<file path="config.mk">
export PLATFORM = sky130hd
export DESIGN_NAME = uart_rx
export DESIGN_NICKNAME = d
export VERILOG_FILES = /design/src/rtl/uart_rx.sv
export SDC_FILE = /design/constraint.sdc
export NUM_CORES = 1
export LEC_CHECK = 0
export ABC_AREA = 1
export BUFFER_PORTS_ARGS = -buffer_cell sky130_fd_sc_hd__buf_4
export CAP_MARGIN = 25
export CORE_UTILIZATION = 45
export DETAILED_ROUTE_END_ITERATION = 12
export HOLD_SLACK_MARGIN = 0.12
export PLACE_DENSITY_LB_ADDON = 0.05
export SKIP_LAST_GASP = 1
export SYNTH_ARGS = -nofsm -noshare
export SYNTH_HDL_FRONTEND = slang
export SYNTH_SLANG_ARGS = --single-unit
</file>
<file path="constraint.sdc">
create_clock -name clk -period 1.81 [get_ports clk]
set_input_delay 0.2715 -clock clk [delete_from_list [all_inputs] [get_ports clk]]
set_output_delay 0.2715 -clock clk [all_outputs]
set_load 0.05 [all_outputs]
</file>
<file path="src/rtl/uart_rx.sv">
// uart_rx: serial UART receiver for start/data/stop framed words.
//
// Frames are one start bit (0), DATA_WIDTH data bits LSB first and one stop bit (1).
// Bit timing is fixed by BAUD_RATE clocks per bit. The start bit is re-checked at its
// midpoint, and every following bit is sampled one full bit period later, which keeps
// each sample near the middle of its bit.
//
// Parameters:
//   BAUD_RATE  - clocks per bit period (>= 4)
//   DATA_WIDTH - data bits per frame
//
// Ports:
//   clk       in   rising-edge clock
//   reset     in   asynchronous active-high reset, clears all state
//   in        in   raw serial line, asynchronous to clk, idle high
//   ready     in   consumer accepts data when valid is also high
//   valid     out  data holds an unconsumed word
//   data      out  last good received word, stable while valid is high
//   frame_err out  one-cycle pulse when a stop bit samples low
//   overrun   out  one-cycle pulse when a good word is dropped because valid was held
//   busy      out  receiver is inside a frame (state not idle)

module uart_rx #(
    parameter int unsigned BAUD_RATE  = 870,
    parameter int unsigned DATA_WIDTH = 8
) (
    input  logic                  clk,
    input  logic                  reset,
    input  logic                  in,
    input  logic                  ready,
    output logic                  valid,
    output logic [DATA_WIDTH-1:0] data,
    output logic                  frame_err,
    output logic                  overrun,
    output logic                  busy
);

    localparam int unsigned HALF = BAUD_RATE / 2;
    localparam int unsigned CW   = $clog2(BAUD_RATE);
    localparam int unsigned BW   = $clog2(DATA_WIDTH + 1);

    localparam logic [CW-1:0] CNT_HALF = CW'(HALF - 1);
    localparam logic [CW-1:0] CNT_FULL = CW'(BAUD_RATE - 1);
    localparam logic [CW-1:0] CNT_ONE  = CW'(1);
    localparam logic [BW-1:0] BIT_LAST = BW'(DATA_WIDTH - 1);
    localparam logic [BW-1:0] BIT_ONE  = BW'(1);

    typedef enum logic [1:0] {
        StIdle,
        StStart,
        StData,
        StStop
    } state_e;

    // Two-flop synchronizer plus one delayed copy for falling-edge detection.
    // All reset to the idle line level so reset never manufactures an edge.
    logic rx_meta_q;
    logic rx_s_q;
    logic rx_prev_q;
    logic rx_fall;

    state_e                  state_q, state_d;
    logic [CW-1:0]           cnt_q, cnt_d;
    logic [BW-1:0]           bit_idx_q, bit_idx_d;
    logic [DATA_WIDTH-1:0]   shift_q, shift_d;
    logic [DATA_WIDTH-1:0]   data_q, data_d;
    logic                    valid_q, valid_d;
    logic                    frame_err_q, frame_err_d;
    logic                    overrun_q, overrun_d;
    logic                    cnt_zero;

    always_ff @(posedge clk or posedge reset) begin
        if (reset) begin
            rx_meta_q <= 1'b1;
            rx_s_q    <= 1'b1;
            rx_prev_q <= 1'b1;
        end else begin
            rx_meta_q <= in;
            rx_s_q    <= rx_meta_q;
            rx_prev_q <= rx_s_q;
        end
    end

    // Only a fresh high-to-low transition starts a frame; a line stuck low does not.
    assign rx_fall  = !rx_s_q && rx_prev_q;
    assign cnt_zero = (cnt_q == '0);

    always_ff @(posedge clk or posedge reset) begin
        if (reset) begin
            state_q     <= StIdle;
            cnt_q       <= '0;
            bit_idx_q   <= '0;
            shift_q     <= '0;
            data_q      <= '0;
            valid_q     <= 1'b0;
            frame_err_q <= 1'b0;
            overrun_q   <= 1'b0;
        end else begin
            state_q     <= state_d;
            cnt_q       <= cnt_d;
            bit_idx_q   <= bit_idx_d;
            shift_q     <= shift_d;
            data_q      <= data_d;
            valid_q     <= valid_d;
            frame_err_q <= frame_err_d;
            overrun_q   <= overrun_d;
        end
    end

    always_comb begin
        state_d     = state_q;
        cnt_d       = cnt_q;
        bit_idx_d   = bit_idx_q;
        shift_d     = shift_q;
        data_d      = data_q;
        valid_d     = valid_q;
        frame_err_d = 1'b0;
        overrun_d   = 1'b0;

        // Consumer handshake; a good stop sample below may re-set valid in the same cycle.
        if (valid_q && ready) begin
            valid_d = 1'b0;
        end

        unique case (state_q)
            StIdle: begin
                if (rx_fall) begin
                    cnt_d   = CNT_HALF;
                    state_d = StStart;
                end
            end

            StStart: begin
                if (cnt_zero) begin
                    if (!rx_s_q) begin
                        cnt_d     = CNT_FULL;
                        bit_idx_d = '0;
                        state_d   = StData;
                    end else begin
                        // Line back high at mid-start: a glitch, drop it silently.
                        state_d = StIdle;
                    end
                end else begin
                    cnt_d = cnt_q - CNT_ONE;
                end
            end

            StData: begin
                if (cnt_zero) begin
                    shift_d   = {rx_s_q, shift_q[DATA_WIDTH-1:1]};
                    bit_idx_d = bit_idx_q + BIT_ONE;
                    cnt_d     = CNT_FULL;
                    if (bit_idx_q == BIT_LAST) begin
                        state_d = StStop;
                    end
                end else begin
                    cnt_d = cnt_q - CNT_ONE;
                end
            end

            StStop: begin
                if (cnt_zero) begin
                    state_d = StIdle;
                    if (rx_s_q) begin
                        if (!valid_q || ready) begin
                            // Free slot, or the held word is being taken this very cycle.
                            data_d  = shift_q;
                            valid_d = 1'b1;
                        end else begin
                            // Keep the unread word; the new one is lost.
                            overrun_d = 1'b1;
                        end
                    end else begin
                        frame_err_d = 1'b1;
                    end
                end else begin
                    cnt_d = cnt_q - CNT_ONE;
                end
            end

            default: begin
                state_d = StIdle;
            end
        endcase
    end

    assign valid     = valid_q;
    assign data      = data_q;
    assign frame_err = frame_err_q;
    assign overrun   = overrun_q;
    assign busy      = (state_q != StIdle);

endmodule

</file>
# Word-level counts from Yosys, hierarchy flattened
# Index checks and enable logic that the tools add are counted.
# classes
muxes	29
reduce_logical	14
add_sub_neg	2
n_eq_ne	12
# ops
op	n
10-bit two-way mux	5
10-bit one-hot mux with 4 select lines	1
2-bit != test, second input constant	7
1-bit two-way mux	12
2-bit two-way mux	6
4-bit two-way mux	3
10-bit zero test	1
10-bit by 1-bit subtractor with 10-bit output, second input constant	1
2-bit one-hot mux with 4 select lines	1
4-bit one-hot mux with 2 select lines	1
4-bit AND reduction	2
5-bit AND reduction	1
4-bit by 1-bit adder with 4-bit output, second input constant	1
2-bit equality test, second input constant	2
4-bit by 3-bit equality test with 1-bit output, second input constant	1
2-bit nonzero test	2
3-bit != test, second input constant	1
3-bit AND reduction	1
2-bit by 1-bit equality test with 1-bit output, second input constant	1
1-bit logical AND	2
1-bit zero test	2
2-bit zero test	1
2-bit AND reduction	1
1-bit logical OR	1
# word_totals
output_inout_bits	12
regBits	38
wordCells	68

# Logic depth before layout (Yosys ltp)
# Gate-level depths: netlist of run 1.
# logic_depth
ltp_word	6
ltp_mapped	10
ltp_nobuf	10

# Worst setup path after synthesis of run 1
# Ideal clock, no wire load.
# synth_timing
path_type	reg2reg
start	register cnt_q[0]
end	register data_q[1] (netlist: data[1])
period_less_slack_ps	1601
arrival_time_ps	1483
path_buffers	1
stages_incl_launch_ff	11
setup_slack_ps	209
setup_ps	119
cell_sequence	dfrtp_1 inv_1 ha_1 nand2_4 nor2_8 nand2_4 nor2_4 nand3_4 buf_6 nand2_2 o21ai_2
# synth_via
elab_chain_len	2
# synth_lines
item	line_no	source
start: declaration	63	logic [CW-1:0] cnt_q, cnt_d;
start signal: assignment	100	cnt_q <= cnt_d;
10-bit zero test	86	assign cnt_zero = (cnt_q == '0);
4-bit AND reduction (no line)	-	
end signal: assignment	103	data_q <= data_d;
end: declaration	66	logic [DATA_WIDTH-1:0] data_q, data_d;
# Every way passes these cells.
# A chain may end at the register's enable or synchronous reset.

# Worst setup path after layout of run 1
# layout_timing
start	register cnt_q[0]
end	register data_q[6] (netlist: data[6])
# Same word-level chain as after synthesis.

==> results of run 1 <==
## report_power, final
| group | leakage (nW) | switching, mW | internal, mW |
|---|---|---|---|
| clock network | 0.0683 | 0.310 | 0.552 |
| logic | 0.646 | 0.722 | 0.419 |
| registers | 0.501 | 0.116 | 0.950 |
| total | 1.22 | 1.15 | 1.92 |
## worst paths after layout
check,start,slack (ns),to,depth (start not counted)
worst max register to register,cnt_q[0],0.11,data[6],9
worst max-delay path,cnt_q[0],0.11,data[6],9
worst min-delay path,rx_meta_q,0.36,rx_s_q,0
min in group asynchronous,reset,0.64,cnt_q[7],4
worst min register to register,rx_meta_q,0.36,rx_s_q,0
max in group asynchronous,reset,0.80,rx_meta_q,4
## layout make-up
| cell class | instances | area [um^2] | area share, % |
|---|---|---|---|
| clock buffer | 5 | 68.82 | 2.871 |
| clock inverter | 3 | 68.82 | 2.871 |
| inverter | 31 | 116.4 | 4.854 |
| multi-input combinational | 167 | 925.9 | 38.62 |
| sequential | 38 | 954.7 | 39.82 |
| tap | 50 | 62.56 | 2.610 |
| timing repair buffer | 26 | 200.2 | 8.351 |
## cells by family (layout without fill, tap and decap cells)
family / after synthesis / in the layout / share of synthesized area (%)
buffers and inverters: 33 / 65 / 6.797
AOI/OAI and AO/OA: 28 / 28 / 8.496
adders and majority gates: 7 / 7 / 4.405
xor gates and xnor gates: 4 / 4 / 1.762
DFF: 38 / 38 / 48.02
and+or+nand+nor: 127 / 128 / 30.52
## flip-flops by register name, summed over array words and instances (netlist names), 4 cells and up, named ones only
name,flops
data,8
bit_idx_q,4
cnt_q,10
shift_q,8
## cell usage in the layout (no fill, tap or decap), drive strengths merged
| cell | n |
|---|---|
| nor2 | 33 |
| o21bai | 1 |
| clkbuf | 5 |
| nor3 | 1 |
| a21oi | 2 |
| dlygate4sd3 | 2 |
| xnor2 | 2 |
| o2111ai | 1 |
| inv | 31 |
| dfstp | 3 |
| or2 | 2 |
| buf | 24 |
| xor2 | 2 |
| clkinv | 1 |
| nand4 | 2 |
| nand3 | 16 |
| dfrtp | 35 |
| nand2 | 71 |
| o21ai | 24 |
| nand3b | 3 |
| ha | 7 |
| bufinv | 2 |
## repair_timing
action                                  in CTS  in global routing
endpoints found under the setup margin       0                 17
hold endpoints to repair                    36                  0
gates resized for setup                      0                  4
hold buffers                                 2                  0
## metal layers
layer	GRT usage (%)	wire length, um	share of wire (%)
met2	26.35	1596	41
met4	7.813	72	1.8
met1	27.72	2091	54
met5	0	0	0
met3	4.000	142	3.6
## through the flow
stage               power (mW)  instance area (um^2)  TNS (ns)
floorplan                1.867                  1988         0
global placement         2.190                  2212         0
detailed placement       2.184                  2212         0
CTS                      3.071                  2370         0
global route             3.292                  2397  -0.01430
finish                   3.069                  2397         0
==> key figures, run 1 <==
Status
  – Outcome: finished, final reports clean

Synthesis
  – Mapped cell area: a little under 0.002 mm^2
  – Synth area leader: dfrtp_1
  – Syn_area_per_cell: 8.389 um^2
  – Post-synth ARST share: 100.0%
  – Syn nets: between 200 and 250
  – Yosys reg bits: 38
  – Top post-synthesis cells by count: nand2_1 (65), dfrtp_1 (35), inv_1 (30), nor2_1 (28)
  – Seq/Total Area, Yosys: 48.02%
  – Post-synth EDFFs: 0
  – Cells after Synth: 237
  – Most common cell in the synthesized netlist: nand2_1
  – Ys flop type: dfrtp_1
  – Share of the synthesized area in the top cell type: about 44%
  – Synth top area cells: dfrtp_1 (44%), nand2_1 (12%), inv_1 (5.7%)
  – Synth Warn #: 0
  – Cell variety after synth: 28

Global route
  – Vias in the first global route: 1395
  – All-Layer GR Usage: 18.83%
  – Gr ovfl total: 0
  – Initial antenna violation count: 0
  – First-pass GRT wire length: about 6400 um
  – Largest net degree at the start of global routing: 39

Route
  – Post-DRT Antenna Nets: 0
  – Residual DRC: 0
  – Vias per cell: approximately 4.8
  – Initial DRC Count: 87
  – Wire per inst: 12.19 um
  – Total wire length: 3902 um
  – Vias: 1536
  – TritonRoute pass-1 iters: 4

Timing
  – Min Tclk post-route: around 1.7 ns
  – Final setup vio count: 0
  – Worst setup margin: 0.1058 ns
  – WHS: 0.3591 ns
  – Tcrit/Tclk final: 94.16%
  – RSZ-0062 raised after global routing: true
  – Final Max Slew Viols: 0
  – Max Clock Freq: ~590 MHz
  – Worst-Margin Slew: 0.4734 ns
  – Relative slew slack: 68.44%
  – Clock skew: between 0.006 and 0.007 ns
  – Final hold vios: 0

Clock network
  – CTS max path bufs: 2
  – Postcts setup bufs: 0
  – CTS tree: built
  – Root Buffer: clkbuf_8
  – Worst skew pair latency: about 0.29 ns
  – CTS clock-pin slew for the worst setup and hold paths: 0.08 ns
  – CTS Sinks: 38
  – H-tree depth: 2
  – Num CTS Buffers: 5

Worst setup path
  – CP required: 2.00 ns
  – Cell with the largest stage delay on the worst path: dfrtp_1
  – Worst Setup Start Kind: flip-flop
  – Delay-heaviest family, CP: simple AND/OR/NAND/NOR gates
  – Crit path top cell by count: nand2_4
  – CP max FO: 7
  – CP Class: flip-flop to flip-flop
  – CP bufs+invs: 1
  – Critical Path End Type: flip-flop
  – Cell Chain, Critical Path: inv_1 > ha_2 > nand2_4 > nor2_8 > nand2_4 > nor2_4 > nand3_4 > nand2_1 > o21ai_2
  – Slowest Stage Delay on Critical Path: ~0.40 ns
  – CP arrival: roughly 1.9 ns

Power
  – Cell Pwr Density: 1280 mW/mm^2
  – P_leak: 1.215 nW
  – VDD IR max: 765.6 uV

Layout
  – Util after Layout: 58.25%
  – Layout cell share with drive strength beyond 1: 22.59%
  – Post-route insts no fill: 320
  – Area grow syn2layout: 20.58%
  – Fillcell total: around 380
  – # diodes: 0
  – Fin nets: 280

Flow run
  – Total of max-cap violations: 0

Min path
  – Hold Crit Class: flip-flop to flip-flop

Die
  – Die Y: between 60 and 70 um
  – Die extent in x: 68.47 um
  – Initial core utilization: approximately half
  – Cell Rows: 23
  – Boundary pin count: 16
  – Die area: 0.004688 mm^2
  – Core area: 0.004115 mm^2

Placement
  – Dpl cells: ~300
  – GPL Wtd Cong: 0.9018
  – Dpl ws: roughly 0.030 ns
  – Post-DP HPWL: approximately 2800 um
  – I/O Buffers: 15
Note: power is estimated with default switching activity, not from simulation.
==> run 2, diff against run 1 <==
CELL_PAD_IN_SITES_DETAIL_PLACEMENT = 2   (was default)
CELL_PAD_IN_SITES_GLOBAL_PLACEMENT = 2   (was default)
CORE_MARGIN = 2   (was default)
CORE_UTILIZATION = 36   (was 45)
==> run 2 against run 1 <==
  * Critical path type unchanged
  * Largest cell class unchanged
  * Setup slack improved by 0.0016 ns
  * First-iteration DRC count fell by 61%
  * Via count rose by 10%
  * Critical endpoint is now cnt_q[7]
==> key figures, run 2 (synthesis results as in run 1) <==
Min path
  – Hold Crit Class: input pin to async pin

Global route
  – All-Layer GR Usage: between 10% and 20%
  – Vias in the first global route: 1886
  – Initial antenna violation count: 0
  – First-pass GRT wire length: 9266 um
  – Largest net degree at the start of global routing: 39
  – Gr ovfl total: 0

Clock network
  – CTS tree: built
  – CTS Sinks: 38
  – CTS max path bufs: 2
  – Worst skew pair latency: 0.29 ns
  – Root Buffer: clkbuf_8
  – H-tree depth: 2
  – Postcts setup bufs: 0
  – Num CTS Buffers: 5
  – CTS clock-pin slew for the worst setup and hold paths: 0.08 ns

Worst setup path
  – Slowest Stage Delay on Critical Path: 0.42 ns
  – CP required: 2.00 ns
  – R2r setup slk: approximately 0.11 ns
  – Crit path top cell by count: nor2_1
  – Critical Path End Type: flip-flop
  – Reg-to-reg endpoint: cnt_q[7]
  – Reg-to-reg startpoint: cnt_q[0]
  – Cell with the largest stage delay on the worst path: dfrtp_1
  – CP max FO: 4
  – Worst Setup Start Kind: flip-flop
  – Cell Chain, Critical Path: inv_2 > ha_2 > nand2_4 > nor2_8 > buf_4 > nand3_1 > nand2_1 > nor2_1 > nor2_1 > nor2_1
  – CP Class: flip-flop to flip-flop
  – CP arrival: 1.89 ns
  – FF-to-FF path depth: 10

Timing
  – Final Max Slew Viols: 0
  – Final hold vios: 0
  – Max Clock Freq: 587.3 MHz
  – Tcrit/Tclk final: between 90% and 100%
  – Relative slew slack: between 60% and 70%
  – Final setup vio count: 0
  – Worst-Margin Slew: between 0.4 and 0.5 ns
  – Clock skew: about 0.0046 ns
  – Min Tclk post-route: 1.703 ns
  – RSZ-0062 raised after global routing: true

Power
  – Cell Pwr Density: roughly 1300 mW/mm^2
  – VDD IR max: 609.7 uV
  – P_leak: between 1 and 1.5 nW
  – Overall power: between 3 and 4 mW

Die
  – Die area: 0.006133 mm^2
  – Core area: 0.005405 mm^2
  – Die Y: 78.32 um
  – Cell Rows: 27
  – Initial core utilization: 36.78%
  – Die extent in x: 78.32 um
  – Boundary pin count: 16

Status
  – Outcome: finished, final reports clean

Placement
  – Post-DP Area: 0.002297 mm^2
  – Dpl cells: 337
  – Post-DP HPWL: 4044 um
  – GPL Wtd Cong: 0.7872
  – I/O Buffers: 15

Route
  – Vias: approximately 1700
  – Post-DRT Antenna Nets: 0
  – TritonRoute pass-1 iters: 4
  – Vias per cell: roughly 4.9
  – Total wire length: 5621 um
  – Initial DRC Count: 34
  – Wire per inst: 16.20 um
  – Residual DRC: 0

Layout
  – Util after Layout: 45.35%
  – Layout cell share with drive strength beyond 1: 24.36%
  – Largest reg by FF count: cnt_q
  – Design area: about 0.0025 mm^2
  – Area grow syn2layout: 23.29%
  – # diodes: 0
  – Fin nets: 285
  – Post-route insts no fill: between 300 and 400
  – Most frequent cells in the layout: nand2_1 (65), dfrtp_1 (35), inv_1 (29), buf_4 (29), nor2_1 (28)
  – Largest register FFs: 10
  – Commonest non-fill, non-tap cell in the layout: nand2_1

Flow run
  – Total of max-cap violations: 0
run 2: cell count changes in the layout (fill, tap and decap cells not counted), sizes merged:
cell and delta:
buf +6, clkbuf +2, bufinv -1, clkinv -1, dlygate4sd3 -1
run 2: through the flow:
stage	hold slack [ns]	setup TNS, ns	worst slack [ns]
2_1_floorplan	0.2760	0	0.2085
3_3_place_gp	0.3461	0	0.1031
3_5_place_dp	0.3478	0	0.08629
5_1_grt	0.1383	-0.03864	-0.02218
6_report	0.1070	0	0.1074
4_1_cts	0.1201	0	0.04494
run 2: report_power, final:
| part | switching, mW | leakage (nW) | internal [mW] |
|---|---|---|---|
| combinational | 0.821 | 0.671 | 0.474 |
| clock | 0.316 | 0.0585 | 0.450 |
| sequential | 0.109 | 0.501 | 0.950 |
run 2: worst max path at each step:
stage	cells after the start	start	slack (ns)	end
5_1_grt	7	state_q[0]	-0.02	cnt_q[0]
3_5_place_dp	9	cnt_q[0]	0.09	data[6]
6_report	10	cnt_q[0]	0.11	cnt_q[7]
2_1_floorplan	10	cnt_q[0]	0.21	data[1]
3_3_place_gp	9	cnt_q[0]	0.10	cnt_q[5]
4_1_cts	10	cnt_q[0]	0.04	cnt_q[2]
run 2: what timing repair did:
item,4_1_cts,5_1_grt
hold buffers,1,0
hold endpoints to repair,1,0
gates resized for setup,0,5
endpoints found under the setup margin,0,18
run 2: worst max-delay path: cells and delay by family, from the launching register on:
family / cells / cell delay, ns
and+or+nand+nor: 7 / 0.75
buffers and inverters: 2 / 0.23
adders and majority gates: 1 / 0.21
DFF: 1 / 0.42
run 2: metal layers:
layer	global-route usage (%)	up-vias	routed length [um]
li1	-	819	-
met1	23.60	843	2545
met2	34.14	19	2860
met3	4.368	9	129
met4	6.842	0	87
met5	0	-	0
run 2: final cells by class:
class | instances | area (um^2)
well taps | 72 | 90.09
fillers | 631 | 2954
flip-flops and latches | 38 | 954.7
inverters | 31 | 116.4
repair buffers | 31 | 247.7
clock buffers | 7 | 86.33
clock inverters | 1 | 30.03
multi-input cells | 167 | 925.9
==> run 3, diff against run 2 <==
==> constraint.sdc (replaced) <==
create_clock -name clk -period 1.81 [get_ports clk]
set_input_delay 0.181 -clock clk [delete_from_list [all_inputs] [get_ports clk]]
set_output_delay 0.181 -clock clk [all_outputs]
set_load 0.05 [all_outputs]
==> run 3 against run 2 <==
  * Final area increased by 0.41%
  * Via count decreased by 0.18%
  * Non-clock buffer count increased by 1
  * Critical endpoint unchanged
==> key figures, run 3 (synthesis results as in run 1) <==
Clock network
  – CTS Sinks: 38
  – Root Buffer: clkbuf_8
  – CTS clock-pin slew for the worst setup and hold paths: 0.08 ns
  – CTS max path bufs: 2
  – Worst skew pair latency: 0.30 ns
  – Num CTS Buffers: 5
  – CTS tree: built
  – H-tree depth: 2

Timing
  – Max Clock Freq: 587.6 MHz
  – Final hold vios: 0
  – Worst-Margin Slew: 0.4986 ns
  – Relative slew slack: 66.76%
  – Final setup vio count: 0
  – Clock skew: slightly below 0.005 ns
  – Tcrit/Tclk final: 94.02%
  – RSZ-0062 raised after global routing: true
  – Min Tclk post-route: 1.702 ns
  – Final Max Slew Viols: 0

Min path
  – Critical hold path startpoint: ready
  – Hold Crit Class: input pin to flip-flop
  – Worst hold path stage count: 4

Layout
  – Most frequent cells in the layout: nand2_1 (65), dfrtp_1 (35), inv_1 (29), buf_4 (29), nor2_1 (28)
  – Commonest non-fill, non-tap cell in the layout: nand2_1
  – Fillcell total: 631
  – Layout cell share with drive strength beyond 1: about a quarter
  – # diodes: 0
  – Fin nets: 286
  – Util after Layout: ~46%
  – Largest reg by FF count: cnt_q
  – Area grow syn2layout: 23.79%
  – Largest register FFs: 10

Route
  – Post-DRT Antenna Nets: 0
  – Vias per cell: 4.848
  – Initial DRC Count: 33
  – Vias: 1687
  – Wire per inst: about 16 um
  – TritonRoute pass-1 iters: 4
  – Residual DRC: 0
  – Total wire length: 5647 um

Power
  – P_leak: 1.234 nW
  – Cell Pwr Density: roughly 1300 mW/mm^2
  – Overall power: 3.125 mW
  – VDD IR max: 610.4 uV

Flow run
  – Total of max-cap violations: 0

Die
  – Die area: 0.006133 mm^2
  – Cell Rows: 27
  – Boundary pin count: 16
  – Core area: 0.005405 mm^2
  – Die extent in x: 78.32 um
  – Initial core utilization: 36.78%
  – Die Y: just under 80 um

Status
  – Outcome: finished, final reports clean

Worst setup path
  – Cell Chain, Critical Path: inv_2 > ha_2 > nand2_4 > nor2_8 > buf_4 > nand3_1 > nand2_1 > nor2_1 > nor2_1 > nor2_1
  – Reg-to-reg startpoint: cnt_q[0]
  – Cell with the largest stage delay on the worst path: dfrtp_1
  – Crit path top cell by count: nor2_1
  – CP max FO: 4
  – Delay-heaviest family, CP: simple AND/OR/NAND/NOR gates
  – FF-to-FF path depth: 10
  – CP bufs+invs: 2
  – Critical Path End Type: flip-flop
  – WP depth: 10
  – CP arrival: 1.89 ns
  – Slowest Stage Delay on Critical Path: 0.42 ns
  – Worst Setup Start Kind: flip-flop
  – CP Class: flip-flop to flip-flop
  – CP required: approximately 2 ns
  – Crit path from: cnt_q[0]
  – R2r setup slk: 0.11 ns

Placement
  – GPL Wtd Cong: between 0.7 and 0.8
  – Post-DP HPWL: 4044 um
  – I/O Buffers: 15

Global route
  – Initial antenna violation count: 0
  – All-Layer GR Usage: just under 20%
  – Largest net degree at the start of global routing: 39
  – Gr ovfl total: 0
  – Vias in the first global route: roughly 1900
  – First-pass GRT wire length: 9280 um
run 3: per-layer routing:
layer / GRT usage [%] / share of wire [%] / wire length (um)
met3: 4.368 / 2.1 / 119
met4: 6.842 / 1.7 / 95
met5: 0 / 0 / 0
met1: 23.67 / 45 / 2564
met2: 34.14 / 51 / 2868
run 3: cell type report:
| cell class | instances | area, um^2 | area share [%] |
|---|---|---|---|
| well taps | 72 | 90.09 | 3.660 |
| clock buffers | 7 | 86.33 | 3.508 |
| clock inverters | 1 | 30.03 | 1.220 |
| repair buffers | 32 | 257.7 | 10.47 |
| multi-input cells | 167 | 925.9 | 37.62 |
| inverters | 31 | 116.4 | 4.728 |
| flip-flops and latches | 38 | 954.7 | 38.79 |
run 3: through the flow:
| step | setup slack (ns) | area (um^2) | hold WS, ns | std cells | TNS, ns |
|---|---|---|---|---|---|
| 4_1_cts | 0.04494 | 2434 | 0.2098 | 347 | 0 |
| 2_1_floorplan | 0.2085 | 1988 | 0.1855 | 237 | 0 |
| 3_3_place_gp | 0.1031 | 2297 | 0.2888 | 337 | 0 |
| 3_5_place_dp | 0.08629 | 2297 | 0.2903 | 337 | 0 |
| 5_1_grt | -0.02218 | 2461 | 0.3268 | 348 | -0.03864 |
| 6_report | 0.1083 | 2461 | 0.3192 | 348 | 0 |
run 3: tightest hold or removal path: stages:
cell and delay, ns:
buf_4 0.08, nor2_1 0.04, inv_1 0.20, nor2_1 0.08
run 3: power breakdown:
group          total, mW  leakage, nW  switching (mW)  internal (mW)
logic               1.30        0.675           0.819          0.476
clock network      0.770       0.0585           0.320          0.450
registers           1.06        0.501           0.110          0.950
total               3.13         1.23            1.25           1.88
run 3: what timing repair did:
action / in CTS / in global routing
gates resized for setup: 0 / 5
hold buffers: 2 / 0
endpoints found under the hold margin: 36 / 0
endpoints found under the setup margin: 0 / 18
setup buffers: 0 / 0
run 3: final timing paths:
path,to
max reg2reg,cnt_q[7]
min in group asynchronous,cnt_q[9]
max,cnt_q[7]
max in group asynchronous,rx_prev_q
min,overrun
min reg2reg,rx_s_q
